`src/rtl/bht_predictor.sv`:
```
// Fetch-stage next-PC predictor: a table of 2-bit saturating counters,
// indexed bimodally (PC bits) or gshare-style (PC bits XOR global history),
// picks between the jal target, the branch target and PC+4. Execute trains
// the table and repairs the global history after a mispredict.
//
// Qualifier semantics: there is no back-pressure in this block.
// F_valid_i marks a fetch that really advances this cycle, and only such a
// fetch may shift the speculative history. E_train_valid_i marks a resolved
// conditional branch. E_mispredict_i only has meaning while E_train_valid_i
// is high. Prediction outputs are driven every cycle whether or not F_valid_i
// is set.
module bht_predictor #(
  parameter int          XLEN      = 32,
  parameter int          PC_WIDTH  = 32,
  parameter int          ENTRIES   = 64,
  parameter int          GHR_WIDTH = 6,
  parameter int          MODE      = 0,
  parameter logic [1:0]  CNT_INIT  = 2'b01,
  localparam int         IDX_W     = $clog2(ENTRIES)
) (
  input  logic                 clk_i,
  input  logic                 rst_n_i,
  input  logic [PC_WIDTH-1:0]  F_PC_i,
  input  logic                 F_valid_i,
  input  logic                 F_op_branch_i,
  input  logic                 F_op_jal_i,
  input  logic [XLEN-1:0]      F_branch_jmp_i,
  input  logic [XLEN-1:0]      F_jal_jmp_i,
  output logic                 pred_taken_o,
  output logic [XLEN-1:0]      pred_npc_o,
  output logic [IDX_W-1:0]     pred_idx_o,
  output logic [GHR_WIDTH-1:0] pred_ghr_o,
  input  logic                 E_train_valid_i,
  input  logic [IDX_W-1:0]     E_train_idx_i,
  input  logic [GHR_WIDTH-1:0] E_train_ghr_i,
  input  logic                 E_train_taken_i,
  input  logic                 E_mispredict_i,
  output logic [31:0]          perf_branch_o,
  output logic [31:0]          perf_miss_o
);

  logic [1:0]           cnt_q [ENTRIES];
  logic [GHR_WIDTH-1:0] ghr_q;
  logic [GHR_WIDTH-1:0] ghr_d;
  logic [IDX_W-1:0]     pc_idx;
  logic [IDX_W-1:0]     fetch_idx;
  logic                 cnt_hi;
  logic                 branch_taken;
  logic [XLEN-1:0]      pc_ext;
  logic [XLEN-1:0]      pc_plus4;
  logic [1:0]           train_cur;
  logic [1:0]           train_upd;
  logic                 miss_valid;
  logic [31:0]          perf_branch_q;
  logic [31:0]          perf_miss_q;

  assign pc_idx = F_PC_i[IDX_W+1:2];

  // Gshare folds the (zero-extended) history into the PC index.
  generate
    if (MODE == 1) begin : g_gshare
      assign fetch_idx = pc_idx ^ IDX_W'(ghr_q);
    end else begin : g_bimodal
      assign fetch_idx = pc_idx;
    end
  endgenerate

  // Prediction reads the registered table directly: no bypass from a
  // same-cycle training write, so the pre-update counter is used.
  assign cnt_hi       = cnt_q[fetch_idx][1];
  assign branch_taken = F_op_branch_i & cnt_hi;
  assign pc_ext       = XLEN'(F_PC_i);
  assign pc_plus4     = pc_ext + XLEN'(4);

  // Next-PC selection: jal beats a predicted-taken branch, which beats PC+4.
  always_comb begin
    pred_npc_o = pc_plus4;
    if (F_op_jal_i) begin
      pred_npc_o = F_jal_jmp_i;
    end else if (branch_taken) begin
      pred_npc_o = F_branch_jmp_i;
    end
  end

  assign pred_taken_o  = F_op_jal_i | branch_taken;
  assign pred_idx_o    = fetch_idx;
  assign pred_ghr_o    = ghr_q;
  assign perf_branch_o = perf_branch_q;
  assign perf_miss_o   = perf_miss_q;

  // Saturating increment/decrement of the counter being trained.
  always_comb begin
    train_cur = cnt_q[E_train_idx_i];
    train_upd = train_cur;
    if (E_train_taken_i) begin
      if (train_cur != 2'b11) train_upd = train_cur + 2'b01;
    end else begin
      if (train_cur != 2'b00) train_upd = train_cur - 2'b01;
    end
  end

  assign miss_valid = E_train_valid_i & E_mispredict_i;

  // History next-state: a mispredict repair rebuilds the history from the
  // snapshot carried with the branch and wins over any speculative shift.
  // Truncating {history, bit} to GHR_WIDTH is the left shift, and also
  // covers the single-bit history case.
  always_comb begin
    ghr_d = ghr_q;
    if (miss_valid) begin
      ghr_d = GHR_WIDTH'({E_train_ghr_i, E_train_taken_i});
    end else if (F_valid_i && F_op_branch_i) begin
      ghr_d = GHR_WIDTH'({ghr_q, pred_taken_o});
    end
  end

  // Counter table: reset to CNT_INIT, written only by execute training.
  always_ff @(posedge clk_i or negedge rst_n_i) begin
    if (!rst_n_i) begin
      for (int i = 0; i < ENTRIES; i++) cnt_q[i] <= CNT_INIT;
    end else if (E_train_valid_i) begin
      cnt_q[E_train_idx_i] <= train_upd;
    end
  end

  // Global history register.
  always_ff @(posedge clk_i or negedge rst_n_i) begin
    if (!rst_n_i) begin
      ghr_q <= '0;
    end else begin
      ghr_q <= ghr_d;
    end
  end

  // Performance counters, wrapping naturally at 2^32.
  always_ff @(posedge clk_i or negedge rst_n_i) begin
    if (!rst_n_i) begin
      perf_branch_q <= '0;
      perf_miss_q   <= '0;
    end else begin
      if (E_train_valid_i) perf_branch_q <= perf_branch_q + 32'd1;
      if (miss_valid)      perf_miss_q   <= perf_miss_q + 32'd1;
    end
  end

endmodule

```
`config.mk`:
```
export PLATFORM = sky130hd
export DESIGN_NAME = bht_predictor
export DESIGN_NICKNAME = d
export VERILOG_FILES = /design/src/rtl/bht_predictor.sv
export SDC_FILE = /design/constraint.sdc
export NUM_CORES = 1
export LEC_CHECK = 0
export ABC_AREA = 0
export CAP_MARGIN = 0
export CORE_UTILIZATION = 40
export CTS_CLUSTER_SIZE = 20
export DETAILED_ROUTE_END_ITERATION = 7
export HOLD_SLACK_MARGIN = 0.12
export PLACE_DENSITY = 0.61
export SKIP_LAST_GASP = 1
export SYNTH_ARGS = -nofsm -noshare
export SYNTH_HDL_FRONTEND = slang
export SYNTH_SLANG_ARGS = --single-unit
export TNS_END_PERCENT = 100
```
`constraint.sdc`:
```
create_clock -name clk_i -period 5.65 [get_ports clk_i]
set_input_delay 1.13 -clock clk_i [delete_from_list [all_inputs] [get_ports clk_i]]
set_output_delay 1.13 -clock clk_i [all_outputs]
set_load 0.01 [all_outputs]
```
Word-level counts from Yosys, hierarchy flattened
Index checks and enable logic that the tools add are counted.

Bits in registers: 198. Latch bits: 0. Memory bits (writable): 0. Bits in read-only memories: 0. Logic and storage cells: 101. Memories: 0.

$add $sub $neg: 5. Multipliers: 0. Divide/modulo/power cells: 0. $lt $le $gt $ge: 3. Eq/ne operators: 1. Shift-type cells: 0. Muxes and demuxes: 16. Bitwise logic cells: 5. Reductions and logical operators: 4.

Operators with widths (count): $bwmux 128 (1); $add 32x1->32 const B (2); $mux 32 (2); $add 32x3->32 const B (1); $bmux 2 s6 (2); $mux 2 (8); $ge 7x7->1 const B (2); $not 6->7 (2); $demux 2 s6 (1); $mux 6 (2); $lt 7x1->1 const B (1); $reduce_bool 2->1 (2); $add 2x1->2 const B (1); $and 1x1->1 (2); $logic_and 1x1->1 (2); $ne 2x2->1 const B (1); $sub 2x1->2 const B (1); $or 1x1->1 (1).

Longest topological paths before layout
Depth in word-level cells: 8. Mapped depth: 11.

Worst setup path before layout
Ideal clock, no wire load.

Path kind: input-to-output. From: input F_PC_i[2]. To: output pred_npc_o[23]. Data arrival time: 3.413 ns. Required time: 4.520 ns. Setup slack: 1.107 ns. Stages on the path: 9. Buffers on the path: 3. Path through: buf_4 > mux4_2 > mux4_2 > o211ai_1 > o311ai_2 > buf_4 > buf_6 > mux2i_1 > o21ai_0.

Longest elaborated chain between the ends: 7. Elaborated cells between the ends (all ways): 8.

RTL lines: start, declared (line 23) `input logic [PC_WIDTH-1:0] F_PC_i,`; $not 6->7 (implied by the code) (line 70) `assign cnt_hi = cnt_q[fetch_idx][1];`; $bmux 2 s6 (line 70); $mux 2 (implied by the code) (2 in a row) (line 70); $and 1x1->1 (line 71) `assign branch_taken = F_op_branch_i & cnt_hi;`; $mux 32 (*) (line 80) `end else if (branch_taken) begin`; $mux 32 (*) (line 78) `if (F_op_jal_i) begin`; end, declared (line 30) `output logic [XLEN-1:0] pred_npc_o,`.

Mark *: on every way between the ends. The rest lies on a longest branch, timed or not. The select of a mux whose other input is x is not followed.

Worst setup path in the final report
From: input F_PC_i[2]. To: output pred_npc_o[16].

Same word-level chain as after synthesis.

==> results.json <==
{
  "outcome": "finished clean",
  "final-setup-viol-count": 0,
  "post-route-drc-count": 0,
  "finalWirelength_um": 35600,
  "first_global_vias": 9804,
  "clk_latency_ns": 0.45,
  "vias": 10194,
  "final.setup_skew_ns": 0.0132,
  "overflow": 0,
  "syn-num-nets": 1338,
  "io_buffer_count": 223,
  "hold_buffers": 0,
  "power.switching_fraction_pct": 32.3,
  "pwr-share-seq_pct": 44.6,
  "n_fill_cell": 2644,
  "top_level_ports": 225,
  "p_clk_share_pct": 30.1,
  "ir_drop_v": 0.000186,
  "ant_nets": 0,
  "path_buf_inv": 6,
  "route.detailed.wl_per_inst_um": 19.6,
  "cts-buffers-inserted": 17,
  "gp_congestion": 0.895,
  "post-dp-hpwl_um": 25100,
  "fin_setup_tns_ns": 0,
  "vias_per_cell": 5.60,
  "final_area_mm2": 0.0150,
  "detailedRoute.firstPassIterationCount": 5,
  "postPlaceCellArea_mm2": 0.0144,
  "synth_largest_area_cell": "sky130_fd_sc_hd__dfrtp_1",
  "worst-endpoint-required_ns": 4.52,
  "number_of_inserted_diodes": 0,
  "mostFrequentLayoutCell": "sky130_fd_sc_hd__nand2_1",
  "chipWidth_um": 173,
  "finalNonFillerCells": 1820,
  "synth.ff_latch_count": 198,
  "placed_cells_incl_taps": 1787,
  "timing_hold_violations_final": 0,
  "setup_slack_ns": 0.0879,
  "synth.yosys.warnings": 0,
  "synth_area_per_cell_um2": 9.55,
  "slew_of_the_pin_with_the_lowest_slew_margin_ns": 1.15,
  "cts.path.max_buffers": 2,
  "setup_repair_after_global_routing_missed_its_margin": "yes",
  "placementRows": 62,
  "report.power.total_mw": 4.14,
  "critPathKind": "in -> out",
  "timing.critical_path.max_delay_family": "buffers and inverters",
  "layout.core_utilization_pct": 52.3,
  "clkSlewWorstSetupHoldPaths_ns": 0.08,
  "worst-endpoint-arrival_ns": 4.43,
  "final_max_slew_viol_count": 0,
  "syn_inst": 1219,
  "leakage_power_total_nw": 6.04,
  "grt_antenna_before_repair": 0,
  "dp_slack_ns": -0.136,
  "maximum_number_of_pins_on_one_net_before_global_route_repair": 101,
  "clock_tree.htree_level_count": 4,
  "async_flop_share_pct": 100,
  "power_density_mw_per_mm2": 276,
  "timing.critical_path.cells": "clkdlybuf4s50_1, buf_12, mux4_2, mux4_2, o211ai_1, o311ai_4, buf_4, buf_12, buf_4, mux2i_1, o21ai_0, dlygate4sd2_1",
  "nets": 1542,
  "slowest_delay_ns": 0.51,
  "die-height_um": 173,
  "max-slew-margin-rel_pct": 23.1,
  "max_cap_viol_count": 0,
  "share_comb_of_total_power_pct": 25.3,
  "whs_ns": 0.467,
  "grt_pass1_wl_um": 56200,
  "ys_types": 70,
  "ctsRootBufferMaster": "sky130_fd_sc_hd__clkbuf_16",
  "most_frequent_cells_in_the_layout": "205 x sky130_fd_sc_hd__nand2_1, 197 x sky130_fd_sc_hd__clkdlybuf4s50_1, 148 x sky130_fd_sc_hd__nor2_1",
  "detailedRoute.firstIterationViolations": 742,
  "floorplan_die_area_mm2": 0.0298,
  "initial_core_util_pct": 40.6,
  "synthToLayoutAreaGrowth_pct": 29.0,
  "switchingPower_mw": 1.34,
  "gr_util_all_layers_pct": 23.9,
  "min_period_ns": 5.56,
  "synth-seq-area-share_pct": 43.3,
  "core_area_mm2": 0.0287,
  "ys.flop_type": "sky130_fd_sc_hd__dfrtp_1",
  "tritoncts_num_sinks": 198,
  "critical_path.startpoint_type": "input port",
  "hold_path_class": "reg -> reg",
  "fmax_mhz": 180,
  "final_min_period_over_clock_period_pct": 98.4,
  "cts_tree": "done",
  "endpoint_kind": "primary output",
  "layout-drive-gt1-share_pct": 14.9,
  "timing.critical_path.fanout_max": 8,
  "synth_top_cells_by_area": "sky130_fd_sc_hd__dfrtp_1 29%, sky130_fd_sc_hd__dfstp_2 14%, sky130_fd_sc_hd__nand2_1 6.6%",
  "cp_slowest_cell": "sky130_fd_sc_hd__clkdlybuf4s50_1",
  "number_of_flops_mapped_to_enable_cells_by_yosys": 0,
  "netlist_area_mm2": 0.0116,
  "share_of_the_synthesized_area_in_the_top_cell_type_pct": 28.8,
  "p_int_mw": 2.81
}
[power by group through the flow]
stage          clock network (mW)  registers [mW]  logic [mW]
2_1_floorplan                   0            1.84       0.602
3_3_place_gp                    0            1.86        1.04
3_5_place_dp                    0            1.87        1.06
4_1_cts                      1.28            1.85        1.06
5_1_grt                      1.33            1.88        1.14
6_report                     1.25            1.85        1.05
[routing by layer]
metal / routed length (um) / vias up / GRT usage, %
met5: 0 / - / 0
met3: 2090 / 44 / 4.20
li1: - / 4805 / -
met4: 605 / 0 / 7.11
met1: 15600 / 4993 / 31.9
met2: 17300 / 352 / 39.4
[registers in the layout (all words and copies together) (netlist names)]
register	cells
perf_miss_o	32
pred_ghr_o	6
perf_branch_o	32
cnt_q	128
[Yosys cell counts (24+ instances only)]
cell,count
sky130_fd_sc_hd__nand2_1,205
sky130_fd_sc_hd__nor2_1,148
sky130_fd_sc_hd__dfrtp_1,134
sky130_fd_sc_hd__dfstp_2,64
sky130_fd_sc_hd__a31oi_1,62
sky130_fd_sc_hd__xnor2_1,60
sky130_fd_sc_hd__o31ai_1,58
sky130_fd_sc_hd__mux2i_1,44
sky130_fd_sc_hd__clkbuf_1,41
sky130_fd_sc_hd__o21ai_0,39
sky130_fd_sc_hd__nand3_1,33
sky130_fd_sc_hd__xor2_1,28
sky130_fd_sc_hd__mux4_2,24
[area by class of cell]
class	count	area [um2]	share of cell area [%]
Clock inverter	15	176	1.17
Multi-Input combinational cell	927	6140	40.9
Timing Repair Buffer	271	2740	18.2
Clock buffer	17	425	2.83
Inverter	8	30.0	0.200
Tap cell	384	480	3.20
Sequential cell	198	5030	33.5
[worst paths after layout]
kind                                   start                 to  slack (ns)  cells after the start
setup / recovery                   F_PC_i[2]     pred_npc_o[16]        0.09                     12
hold / removal             perf_branch_o[31]  perf_branch_o[31]        0.47                      1
setup reg to reg                  cnt_q[119]          cnt_q[88]        2.66                      8
hold reg to reg            perf_branch_o[31]  perf_branch_o[31]        0.47                      1
max in group asynchronous            rst_n_i   perf_branch_o[2]        3.67                      2
min in group asynchronous            rst_n_i    perf_miss_o[27]        0.76                      1
[kinds of logic after synthesis]
kind of cell	after synthesis	share of synthesized area [%]
and+or+nand+nor	494	19.0
adders and majority gates	3	0.323
buffers and inverters	94	4.40
xor gates and xnor gates	88	6.62
AOI/OAI and AO/OA	250	15.5
muxes	92	10.9
DFF	198	43.3
[repair_timing]
item / CTS / global route
hold endpoints to repair: 0 / 0
endpoints found under the setup margin: 5 / 26
setup buffers: 0 / 1
gates resized for setup: 4 / 21
No activity file was read; power rests on OpenSTA's default activity.
